$ cat config.mk
export PLATFORM = sky130hd
export DESIGN_NAME = muldiv_unit
export DESIGN_NICKNAME = d
export VERILOG_FILES = /design/src/rtl/muldiv_unit.sv
export SDC_FILE = /design/constraint.sdc
export NUM_CORES = 1
export LEC_CHECK = 0
export CORE_ASPECT_RATIO = 1.4
export CORE_MARGIN = 2
export CORE_UTILIZATION = 45
export DETAILED_ROUTE_END_ITERATION = 8
export GPL_TIMING_DRIVEN = 0
export PLACE_DENSITY = 0.66
export SETUP_SLACK_MARGIN = 0.1
export SYNTH_ARGS = -nofsm -noshare
export SYNTH_HDL_FRONTEND = slang
export SYNTH_SLANG_ARGS = --single-unit
$ cat constraint.sdc
create_clock -name clk -period 3.6 [get_ports clk]
set_input_delay 1.08 -clock clk [delete_from_list [all_inputs] [get_ports clk]]
set_output_delay 1.08 -clock clk [all_outputs]
set_load 0.02 [all_outputs]
$ cat src/rtl/muldiv_unit.sv
// Iterative 32-bit multiply/divide unit with architectural HI/LO registers.
// Shift-add multiply and restoring divide, one bit per cycle, then a sign fix-up.
module muldiv_unit (
   input  logic        clk,
   input  logic        reset,
   input  logic        AnyStall,
   input  logic        Valid_EX,
   input  logic [2:0]  Op_EX,
   input  logic [31:0] SrcA_EX,
   input  logic [31:0] SrcB_EX,
   output logic [31:0] Result_MD,
   output logic        Stall_EX,
   output logic        Busy_MD,
   output logic        Done_MD,
   output logic [31:0] Hi,
   output logic [31:0] Lo
);

   typedef enum logic [1:0] {S_IDLE, S_MUL, S_DIV, S_FIX} state_e;

   state_e      state_q;
   logic [4:0]  cnt_q;
   logic [63:0] acc_q;
   logic [31:0] b_q;
   logic [31:0] hi_q;
   logic [31:0] lo_q;
   logic        is_div_q;
   logic        neg_q;
   logic        rneg_q;
   logic        dz_q;
   logic        done_q;

   logic        idle;
   logic        take;
   logic        start;
   logic        mt;
   logic        sa;
   logic        sb;
   logic [31:0] abs_a;
   logic [31:0] abs_b;
   logic [32:0] msum;
   logic [63:0] mul_d;
   logic [32:0] dcand;
   logic [32:0] ddiff;
   logic [63:0] div_d;
   logic [63:0] prod_fix;
   logic [31:0] quo_fix;
   logic [31:0] rem_fix;

   assign idle  = (state_q == S_IDLE);
   assign take  = Valid_EX & ~AnyStall & idle;
   assign start = take & ~Op_EX[2];
   assign mt    = take & (Op_EX[2:1] == 2'b10);

   // Even opcodes (MULT, DIV) are the signed variants.
   assign sa    = SrcA_EX[31] & ~Op_EX[0];
   assign sb    = SrcB_EX[31] & ~Op_EX[0];
   assign abs_a = sa ? -SrcA_EX : SrcA_EX;
   assign abs_b = sb ? -SrcB_EX : SrcB_EX;

   assign msum  = {1'b0, acc_q[63:32]} + (acc_q[0] ? {1'b0, b_q} : 33'd0);
   assign mul_d = {msum, acc_q[31:1]};

   // Remainder lives in acc_q[63:32], dividend/quotient shifts through [31:0].
   assign dcand = acc_q[63:31];
   assign ddiff = dcand - {1'b0, b_q};
   assign div_d = ddiff[32] ? {dcand[31:0], acc_q[30:0], 1'b0}
                            : {ddiff[31:0], acc_q[30:0], 1'b1};

   assign prod_fix = neg_q ? -acc_q : acc_q;
   assign quo_fix  = neg_q ? -acc_q[31:0] : acc_q[31:0];
   assign rem_fix  = rneg_q ? -acc_q[63:32] : acc_q[63:32];

   always_ff @(posedge clk or negedge reset) begin
      if (!reset) begin
         state_q  <= S_IDLE;
         cnt_q    <= 5'd0;
         acc_q    <= 64'd0;
         b_q      <= 32'd0;
         hi_q     <= 32'd0;
         lo_q     <= 32'd0;
         is_div_q <= 1'b0;
         neg_q    <= 1'b0;
         rneg_q   <= 1'b0;
         dz_q     <= 1'b0;
         done_q   <= 1'b0;
      end else begin
         done_q <= 1'b0;
         unique case (state_q)
            S_IDLE: begin
               if (start) begin
                  acc_q    <= {32'd0, abs_a};
                  b_q      <= abs_b;
                  is_div_q <= Op_EX[1];
                  neg_q    <= sa ^ sb;
                  rneg_q   <= sa;
                  dz_q     <= (SrcB_EX == 32'd0);
                  cnt_q    <= 5'd0;
                  state_q  <= Op_EX[1] ? S_DIV : S_MUL;
               end else if (mt) begin
                  if (Op_EX[0]) lo_q <= SrcA_EX;
                  else          hi_q <= SrcA_EX;
               end
            end
            S_MUL: begin
               acc_q <= mul_d;
               cnt_q <= cnt_q + 5'd1;
               if (cnt_q == 5'd31) state_q <= S_FIX;
            end
            S_DIV: begin
               acc_q <= div_d;
               cnt_q <= cnt_q + 5'd1;
               if (cnt_q == 5'd31) state_q <= S_FIX;
            end
            S_FIX: begin
               if (!is_div_q) begin
                  hi_q <= prod_fix[63:32];
                  lo_q <= prod_fix[31:0];
               end else if (dz_q) begin
                  // Remainder holds |dividend|; rem_fix restores the raw value.
                  hi_q <= rem_fix;
                  lo_q <= 32'hFFFF_FFFF;
               end else begin
                  hi_q <= rem_fix;
                  lo_q <= quo_fix;
               end
               done_q  <= 1'b1;
               state_q <= S_IDLE;
            end
         endcase
      end
   end

   assign Busy_MD   = ~idle;
   assign Stall_EX  = Valid_EX & Busy_MD;
   assign Done_MD   = done_q;
   assign Hi        = hi_q;
   assign Lo        = lo_q;
   assign Result_MD = (Op_EX == 3'd6) ? hi_q :
                      (Op_EX == 3'd7) ? lo_q : 32'd0;

endmodule

# Word-level counts from Yosys, hierarchy flattened
# Cells that the tools add are included.
# word_totals
regBits	172
latchBits	0
ramBits	0
romBits	0
inputBits	71
output_inout_bits	99
word_cells	85
n_memories	0
# classes
add_sub_neg	8
n_mul	0
div	0
n_lt_le_gt_ge	0
eq_ne	13
n_shift	0
muxes	29
bitwise	12
n_reduce_logical	12
# ops
operator	n
$mux 32	16
$mux 64	3
$pmux 64 s3	1
$neg 32->32	4
$pmux 32 s2	2
$neg 64->64	1
$add 32x32->33	1
$sub 33x32->33	1
$logic_not 32->1	1
$pmux 5 s2	1
$reduce_and 2->1	4
$reduce_and 4->1	2
$and 1x1->1	7
$eq 2x2->1 const B	3
$eq 3x3->1 const B	2
$mux 2	3
$ne 2x1->1 const B	3
$ne 2x2->1 const B	3
$pmux 2 s3	1
$add 5x1->5 const B	1
$eq 5x5->1 const B	1
$mux 5	1
$not 1->1	4
$reduce_bool 2->1	2
6 further kinds	6

# Depth between registers and ports, before layout
# Gate-level depths: netlist of the first run.
# depth
depth_word	7
mapped_depth	16
mapped_depth_nobuf	13

# Worst setup path after synthesis of the first run
# OpenSTA, ideal clock, no wires.
# synth_path
path_kind	register -> register
from	register acc_q[0]
to	register acc_q[58]
setup_time_ps	126
t_arrival_ps	3637
required_ps	3474
path_slack_ps	-163
stages_incl_launch_ff	15
path_buffers	1
period_less_slack_ps	3763
path_cell_list	dfrtp_1 > inv_1 > buf_1 > nor2_1 > ha_1 > a2111oi_0 > o21ai_0 > a21oi_1 > o2111ai_1 > a31oi_1 > o21ai_0 > a2111oi_0 > nor2_1 > xor2_1 > a221o_1
# synth_between
elab_chain_cells	3
# synth_lines
element	line	rtl
from (decl)	23	logic [63:0] acc_q;
from (signal assigned)	92	acc_q <= {32'd0, abs_a};
from (signal assigned)	106	acc_q <= mul_d;
from (signal assigned)	111	acc_q <= div_d;
$mux 32	61	assign msum = {1'b0, acc_q[63:32]} + (acc_q[0] ? {1'b0, b_q} : 33'd0);
$add 32x32->33	61	
$pmux 64 s3	89	unique case (state_q)
# Every way passes these cells.
# A chain may end at the register's enable or synchronous reset.

# Final worst setup path of the first run
# layout_path
from	register acc_q[31]
to	register acc_q[58]
# layout_between
elab_chain_cells	3
# layout_lines
element	line	rtl
$sub 33x32->33	66	assign ddiff = dcand - {1'b0, b_q};
$mux 64	67	assign div_d = ddiff[32] ? {dcand[31:0], acc_q[30:0], 1'b0}
$pmux 64 s3	89	
# Every way passes these cells.

==> results.md, run 1 <==
* I/O Buffers at 166
* Routability cong. at 0.978
* Final Non-Filler Cells at 2,598
* Setup crit start kind: flip-flop
* Largest net degree at the start of global routing at 102
* Post-layout nets at 2,292
* Clock buffer depth at 2
* Vias per cell at 6.05
* Site Rows at 78
* GRT Total Usage at 34.6%
* Leakage power at 0.00814 uW
* Layout Skew at 0.0137 ns
* Hold Path Class: reg -> reg
* CTS Sinks at 172
* Vias after detailed routing at 15,700
* Leading area contributor after synthesis: dfrtp_1
* Crit end category: flip-flop
* Setup violators final at 4
* Syn_nets at 2,049
* Synth top area share at 29.3%
* DPL Wire Length at 45,300 um
* Max-slew headroom at 23.9%
* Dpl cells at 2,510
* Insertion delay to the later sink of the worst-skew pair at 0.47 ns
* Area Growth Syn to Fin at 29.9%
* Worst Setup SP: acc_q[31]
* Number of flops mapped to enable cells by yosys at 0
* Final WS setup at -0.0190 ns
* Final instance area at 19,100 um2
* Share of layout cells above drive strength 1 at 13.9%
* Total grt overflow at 0
* Vias in the first global route at 15,900
* Die area at 34,100 um2
* # DRC at 0
* Starting Density at 45.4%
* Mux cell area share after synthesis at 2.92%
* Total wire length at 59,000 um
* Mapped Area at 14,700 um2
* Violated checks: negative setup slack
* Routed wire per std cell at 22.7 um
* Post-Synthesis Cells at 1,902
* Sequential share of the synthesized area at 29.3%
* Setup WS pre-CTS at -1.31 ns
* Warnings, synthesis at 0
* Die Ht at 218 um
* Initial antenna violation count at 0
* Result of the run: finished, violations left
* Post-route ant nets at 0
* Fillers at 3,080
* Final hold viol count at 0
* Htree depth at 4
* Area of the core at 32,300 um2
* Peak VDD IR at 0.499 mV
* Minimum period implied by the final worst setup slack at 3.62 ns
* Asr flop ratio synth at 100%
* Initial DRT Pass Iterations at 5
* Chip width at 157 um
* RSZ-0062 raised after global routing: yes
* PD cells at 1070 nW/um2
* Actual slew at the worst max-slew pin at 1.14 ns
* Worst endpoint required time at 3.95 ns
* Avg Inst Size Synth at 7.72 um2
* Worst hold start: b_q[18]
* #FFs+latches synth at 172
* First-pass GRT wire length at 89,400 um
* Root buf cell: clkbuf_16
* Main combinational cell family by area after synthesis: compound AO/OA/AOI/OAI gates
* Synth Area in Compound Gates at 27.6%
* Final TNS setup at -0.0411 ns
* Ys flop type: dfrtp_1
* Synth unique cells at 71
* Fin crit share at 101%
* Synth Area in XOR/XNOR at 10.2%
* Max-Cap Viols at 0
* Adder-cell share of the synthesized area at 6.58%
* Post-DP Area at 17,000 um2
* Synth area leaders: dfrtp_1, o21ai_0, nand2_1
* WS Path Type: reg -> reg
* FMAX at 0.276 GHz
* First-iteration detailed-routing DRC count at 1,261
* Crit path DAT at 3.97 ns
* Ports at 170
* Clock buffer count from CTS at 17
* Antenna cells at 0
* CP max FO at 5
* CTS tree: done
* Worst r2r src: acc_q[31]
* Slew Viols, Final at 0
* Simple-gate portion of the synthesized area at 18.2%
* Reg clk slew, reported paths at 0.07 ns
-- stage by stage --
| stage | utilization, % | power, uW | hold slack [ns] |
|---|---|---|---|
| 4_1_cts | 57.8 | 19400 | 0.486 |
| 3_3_place_gp | 52.4 | 15800 | 0.461 |
| 3_5_place_dp | 52.5 | 15900 | 0.471 |
| 2_1_floorplan | - | 11600 | 0.450 |
| 6_report | 59.1 | 20400 | 0.478 |
| 5_1_grt | 59.1 | 21700 | 0.513 |
-- registers in the layout (all words and copies together) (netlist names) --
signal,flops
state_q,2
cnt_q,5
acc_q,64
Hi,32
Done_MD,1
neg_q,1
Lo,32
b_q,32
is_div_q,1
dz_q,1
rneg_q,1
-- kinds of logic (layout without fill, tap and decap cells) --
group	Yosys count	in the layout
AOI/OAI and AO/OA	658	658
and+or+nand+nor	588	588
buffers and inverters	195	451
DFF	172	172
xor gates and xnor gates	171	171
adders and majority gates	76	76
muxes	42	42
-- area by class of cell --
| class | instances | area [um2] | share of cell area, % |
|---|---|---|---|
| plain buffers | 123 | 708 | 3.71 |
| clock inverters | 12 | 163 | 0.853 |
| flip-flops and latches | 172 | 4320 | 22.6 |
| repair buffers | 227 | 2150 | 11.3 |
| inverters | 69 | 273 | 1.43 |
| well taps | 440 | 551 | 2.89 |
| clock buffers | 20 | 457 | 2.39 |
| multi-input cells | 1535 | 10500 | 54.8 |
-- routing by layer --
metal  track usage [%]  up-vias  routed length (um)
met5                 0        -                   0
met4              25.7        0                4900
met3              3.97      240                2740
met2              62.6      632               30100
met1              36.5     7479               21200
li1                  -     7365                   -
-- critical path: stages (launching register included) --
cell and delay [ns]:
dfrtp_1 0.35, clkbuf_8 0.15, inv_6 0.04, ha_4 0.15
fa_2 0.35, nand2b_4 0.17, a21oi_4 0.17, o2111ai_4 0.15
a21oi_4 0.20, o21ai_2 0.10, o211ai_1 0.53, xor2_4 0.24
buf_12 0.16, buf_12 0.14, buf_12 0.13, nand2b_4 0.12
a21oi_2 0.06, a221o_1 0.30
-- report_power, final --
group	leakage [uW]	total, uW	switching (uW)	internal, uW
Clock	0.000297	2020	886	1140
Sequential	0.00215	3870	1030	2840
Combinational	0.00568	14600	8770	5790
Total	0.00814	20400	10700	9760
-- cell usage in the layout, fill, tap and decap left out, drive strengths merged, types with 8 or more instances in the layout --
cell type,count
or3,22
xnor2,102
nand3,26
nor3,29
a22oi,43
nor2,116
nor4,18
clkdlybuf4s50,127
dfrtp,172
a21oi,122
ha,74
xor2,69
or4,18
nand4,8
nand2,283
o21ai,265
o22ai,40
and2,8
clkbuf,120
nor2b,14
inv,70
a31oi,15
nand2b,16
and3,14
o41ai,12
o21a,8
o211ai,10
a211oi,14
mux2i,35
buf,115
a21o,22
a22o,38
o31ai,21
-- cells in the mapped netlist, types with 16 or more instances --
cell / n
a21o_1: 22
a21oi_1: 122
a22o_1: 38
a22oi_1: 43
clkbuf_1: 105
dfrtp_1: 172
ha_1: 74
inv_1: 68
mux2i_1: 35
nand2_1: 283
nand2b_1: 16
nand3_1: 26
nor2_1: 116
nor3_1: 29
nor4_1: 18
o21ai_0: 258
o22ai_1: 40
o31ai_1: 21
or3_1: 22
or4_1: 16
xnor2_1: 102
xor2_1: 69
-- what timing repair did --
| item | CTS | global route |
|---|---|---|
| setup buffers | 35 | 23 |
| hold buffers | 0 | 0 |
| setup endpoints to repair | 132 | 102 |
| gates resized for setup | 269 | 148 |
| pin swaps | 37 | 40 |
| gates cloned | 3 | 1 |
-- final timing paths --
check | cells past startpoint | end | slack [ns]
min reg2reg | 2 | b_q[18] | 0.48
max | 17 | acc_q[58] | -0.02
min in group asynchronous | 1 | Lo[4] | 0.64
max in group asynchronous | 2 | acc_q[58] | 2.05
min | 2 | b_q[18] | 0.48
max reg2reg | 17 | acc_q[58] | -0.02
No activity file was read; power rests on OpenSTA's default activity.
==> run 2: changes to the inputs <==
--- a/config.mk
+++ b/config.mk
@@ -5,12 +5,13 @@
 export SDC_FILE = /design/constraint.sdc
 export NUM_CORES = 1
 export LEC_CHECK = 0
+export CAP_MARGIN = 20
 export CORE_ASPECT_RATIO = 1.4
 export CORE_MARGIN = 2
-export CORE_UTILIZATION = 45
+export CORE_UTILIZATION = 52
 export DETAILED_ROUTE_END_ITERATION = 8
 export GPL_TIMING_DRIVEN = 0
-export PLACE_DENSITY = 0.66
+export PLACE_DENSITY = 0.75
 export SETUP_SLACK_MARGIN = 0.1
 export SYNTH_ARGS = -nofsm -noshare
 export SYNTH_HDL_FRONTEND = slang
==> run 2 against run 1 <==
Net effect:
- the flow still finishes with violations (negative setup slack)
- worst setup slack worse by 0.054 ns
- fmax is 1.5% lower
- via count is 2.5% higher
- die area is 13% lower
- sequential power hardly changed
- final cell count is 2.7% lower
- critical path type unchanged
==> results.md, run 2 (synthesis results as in run 1) <==
* Post-layout nets at 2,293 (+0.044%)
* Violated checks: negative setup slack
* Commonest non-fill, non-tap cell in the layout: nand2_1
* Root buf cell: clkbuf_16
* Clock buffer depth at 2 (unchanged)
* Biggest register: acc_q
* Crit path DAT at 4.04 ns (+0.07 ns)
* Leakage power at 0.00808 uW (-0.73%)
* CTS tree: done
* CP max-delay cell: o211ai_1
* Die Ht at 203 um (-6.8%)
* Total wire length at 59,900 um (+1.4%)
* Fillers at 2,434 (-21%)
* First-iteration detailed-routing DRC count at 1,468 (+16%)
* Most frequent cells in the layout: nand2_1, o21ai_0, dfrtp_1
* Hold Path Class: reg -> reg
* Final hold viol count at 0 (unchanged)
* Vias in the first global route at 16,000 (+0.87%)
* Post-DP Area at 16,900 um2 (-0.49%)
* Largest register FFs at 64 (unchanged)
* CP max FO at 8 (+3)
* PD cells at 1070 nW/um2 (+0.16%)
* Ports at 170 (unchanged)
* Vias per cell at 6.37 (+5.4%)
* Reg area at 4310 um2 (about the same)
* First-pass GRT wire length at 90,500 um (+1.3%)
* Insertion delay to the later sink of the worst-skew pair at 0.48 ns (about the same)
* FMAX at 0.272 GHz (-1.5%)
* Setup crit start kind: flip-flop
* Reg clk slew, reported paths at 0.07 ns (about the same)
* Chip width at 146 um (-6.8%)
* Starting Density at 52.9% (+7.5 points)
* Layout Skew at 0.0146 ns (+0.000954 ns)
* Site Rows at 72 (-7.7%)
* WHS at 0.480 ns (+0.00173 ns)
* Initial antenna violation count at 0 (unchanged)
* Initial DRT Pass Iterations at 6 (+1)
* Final WS setup at -0.0726 ns (-0.0536 ns)
* Peak VDD IR at 0.494 mV (-1.1%)
* Worst endpoint required time at 3.96 ns (about the same)
* Final TNS setup at -0.245 ns (-0.203 ns)
* Fin crit share at 102% (+1.5 points)
* Max-Cap Viols at 0 (unchanged)
* RSZ-0062 raised after global routing: yes
* Area of the core at 27,700 um2 (-14%)
* Max-slew headroom at 21.3% (-2.6 points)
* I/O Buffers at 166 (unchanged)
* Critical Path Max Stage Delay at 0.57 ns (+0.04 ns)
* Minimum period implied by the final worst setup slack at 3.67 ns (+0.0536 ns)
* CTS Sinks at 172 (unchanged)
* Vias after detailed routing at 16,100 (+2.5%)
* Clock buffer count from CTS at 17 (unchanged)
* Area Growth Syn to Fin at 29.0%
* Most used cell, CP: buf_12
* DPL Wire Length at 44,600 um (-1.5%)
* WS Path Type: reg -> reg
* # DRC at 0 (unchanged)
* Crit-path cells: ha_1 > nand4_1 > buf_4 > nor4_4 > nand2_1 > o211ai_1 > xor2_4 > buf_12 > buf_12 > buf_8 > nand2b_4 > a21oi_2 > a221o_1
* GRT Total Usage at 39.8% (+5.3 points)
* Die area at 29,600 um2 (-13%)
* Final core occ at 68.3% (+9.2 points)
* Actual slew at the worst max-slew pin at 1.18 ns (+0.0354 ns)
* Multi-input logic area at 10,300 um2 (-1.2%)
* Slew Viols, Final at 0 (unchanged)
* Routability cong. at 1.01 (+2.9%)
* Largest net degree at the start of global routing at 120 (+18%)
* Result of the run: finished, violations left
* Final instance area at 18,900 um2 (-0.71%)
* Antenna cells at 0 (unchanged)
* Delay-heaviest family, CP: compound AO/OA/AOI/OAI gates
* Share of layout cells above drive strength 1 at 13.7% (-0.23 points)
* Setup violators final at 9 (+5)
* Total grt overflow at 0 (unchanged)
* WP buf/inv at 4 (-1)
* Htree depth at 4 (unchanged)
* Crit end category: flip-flop
* Routed wire per std cell at 23.7 um (+4.3%)
* Post-route ant nets at 0 (unchanged)
## run 2: final cells by class
type | instances | share of cell area [%]
clock buffers | 19 | 2.39
well taps | 370 | 2.44
multi-input cells | 1535 | 54.5
flip-flops and latches | 172 | 22.8
inverters | 69 | 1.45
plain buffers | 122 | 3.73
clock inverters | 12 | 0.859
repair buffers | 229 | 11.8
## run 2: through the flow
stage	power [uW]	std cells	setup WS [ns]
2_1_floorplan	11600	1902	0.106
3_3_place_gp	15600	2438	-5.84
3_5_place_dp	15900	2441	-1.27
4_1_cts	19300	2508	-0.0552
5_1_grt	21400	2528	-0.143
6_report	20300	2528	-0.0726
## run 2: where the power goes
part / switching (uW) / leakage, uW / internal (uW)
combinational: 8750 / 0.00562 / 5680
clock: 894 / 0.000296 / 1130
sequential: 1050 / 0.00216 / 2830
## run 2: worst paths after layout
kind                           start         to  slack (ns)  depth (start not counted)
max in group asynchronous      reset  acc_q[52]        2.06                          2
setup / recovery           acc_q[58]  acc_q[58]       -0.07                         13
setup reg to reg           acc_q[58]  acc_q[58]       -0.07                         13
min in group asynchronous      reset      Lo[3]        0.51                          1
hold / removal                b_q[7]     b_q[7]        0.48                          2
hold reg to reg               b_q[7]     b_q[7]        0.48                          2
## run 2: repair_timing
item,CTS,global route
endpoints found under the setup margin,131,106
gates resized for setup,275,100
pin swaps,46,39
buffers inserted,33,25
hold buffers,0,0
cloned,3,0
## run 2: worst reg2reg max path: stages (launching register included)
cell	delay, ns
dfrtp_1	0.49
ha_1	0.50
nand4_1	0.24
buf_4	0.21
nor4_4	0.29
nand2_1	0.09
o211ai_1	0.57
xor2_4	0.27
buf_12	0.15
buf_12	0.15
buf_8	0.16
nand2b_4	0.13
a21oi_2	0.05
a221o_1	0.27
## run 2: layer usage
layer	share of wire [%]	up-vias	GRT usage [%]	routed length, um
met3	6.6	299	6.90	3940
met5	0	-	0	0
met4	8.5	0	29.4	5090
li1	-	7329	-	-
met2	50	888	71.4	30000
met1	35	7596	41.7	20900
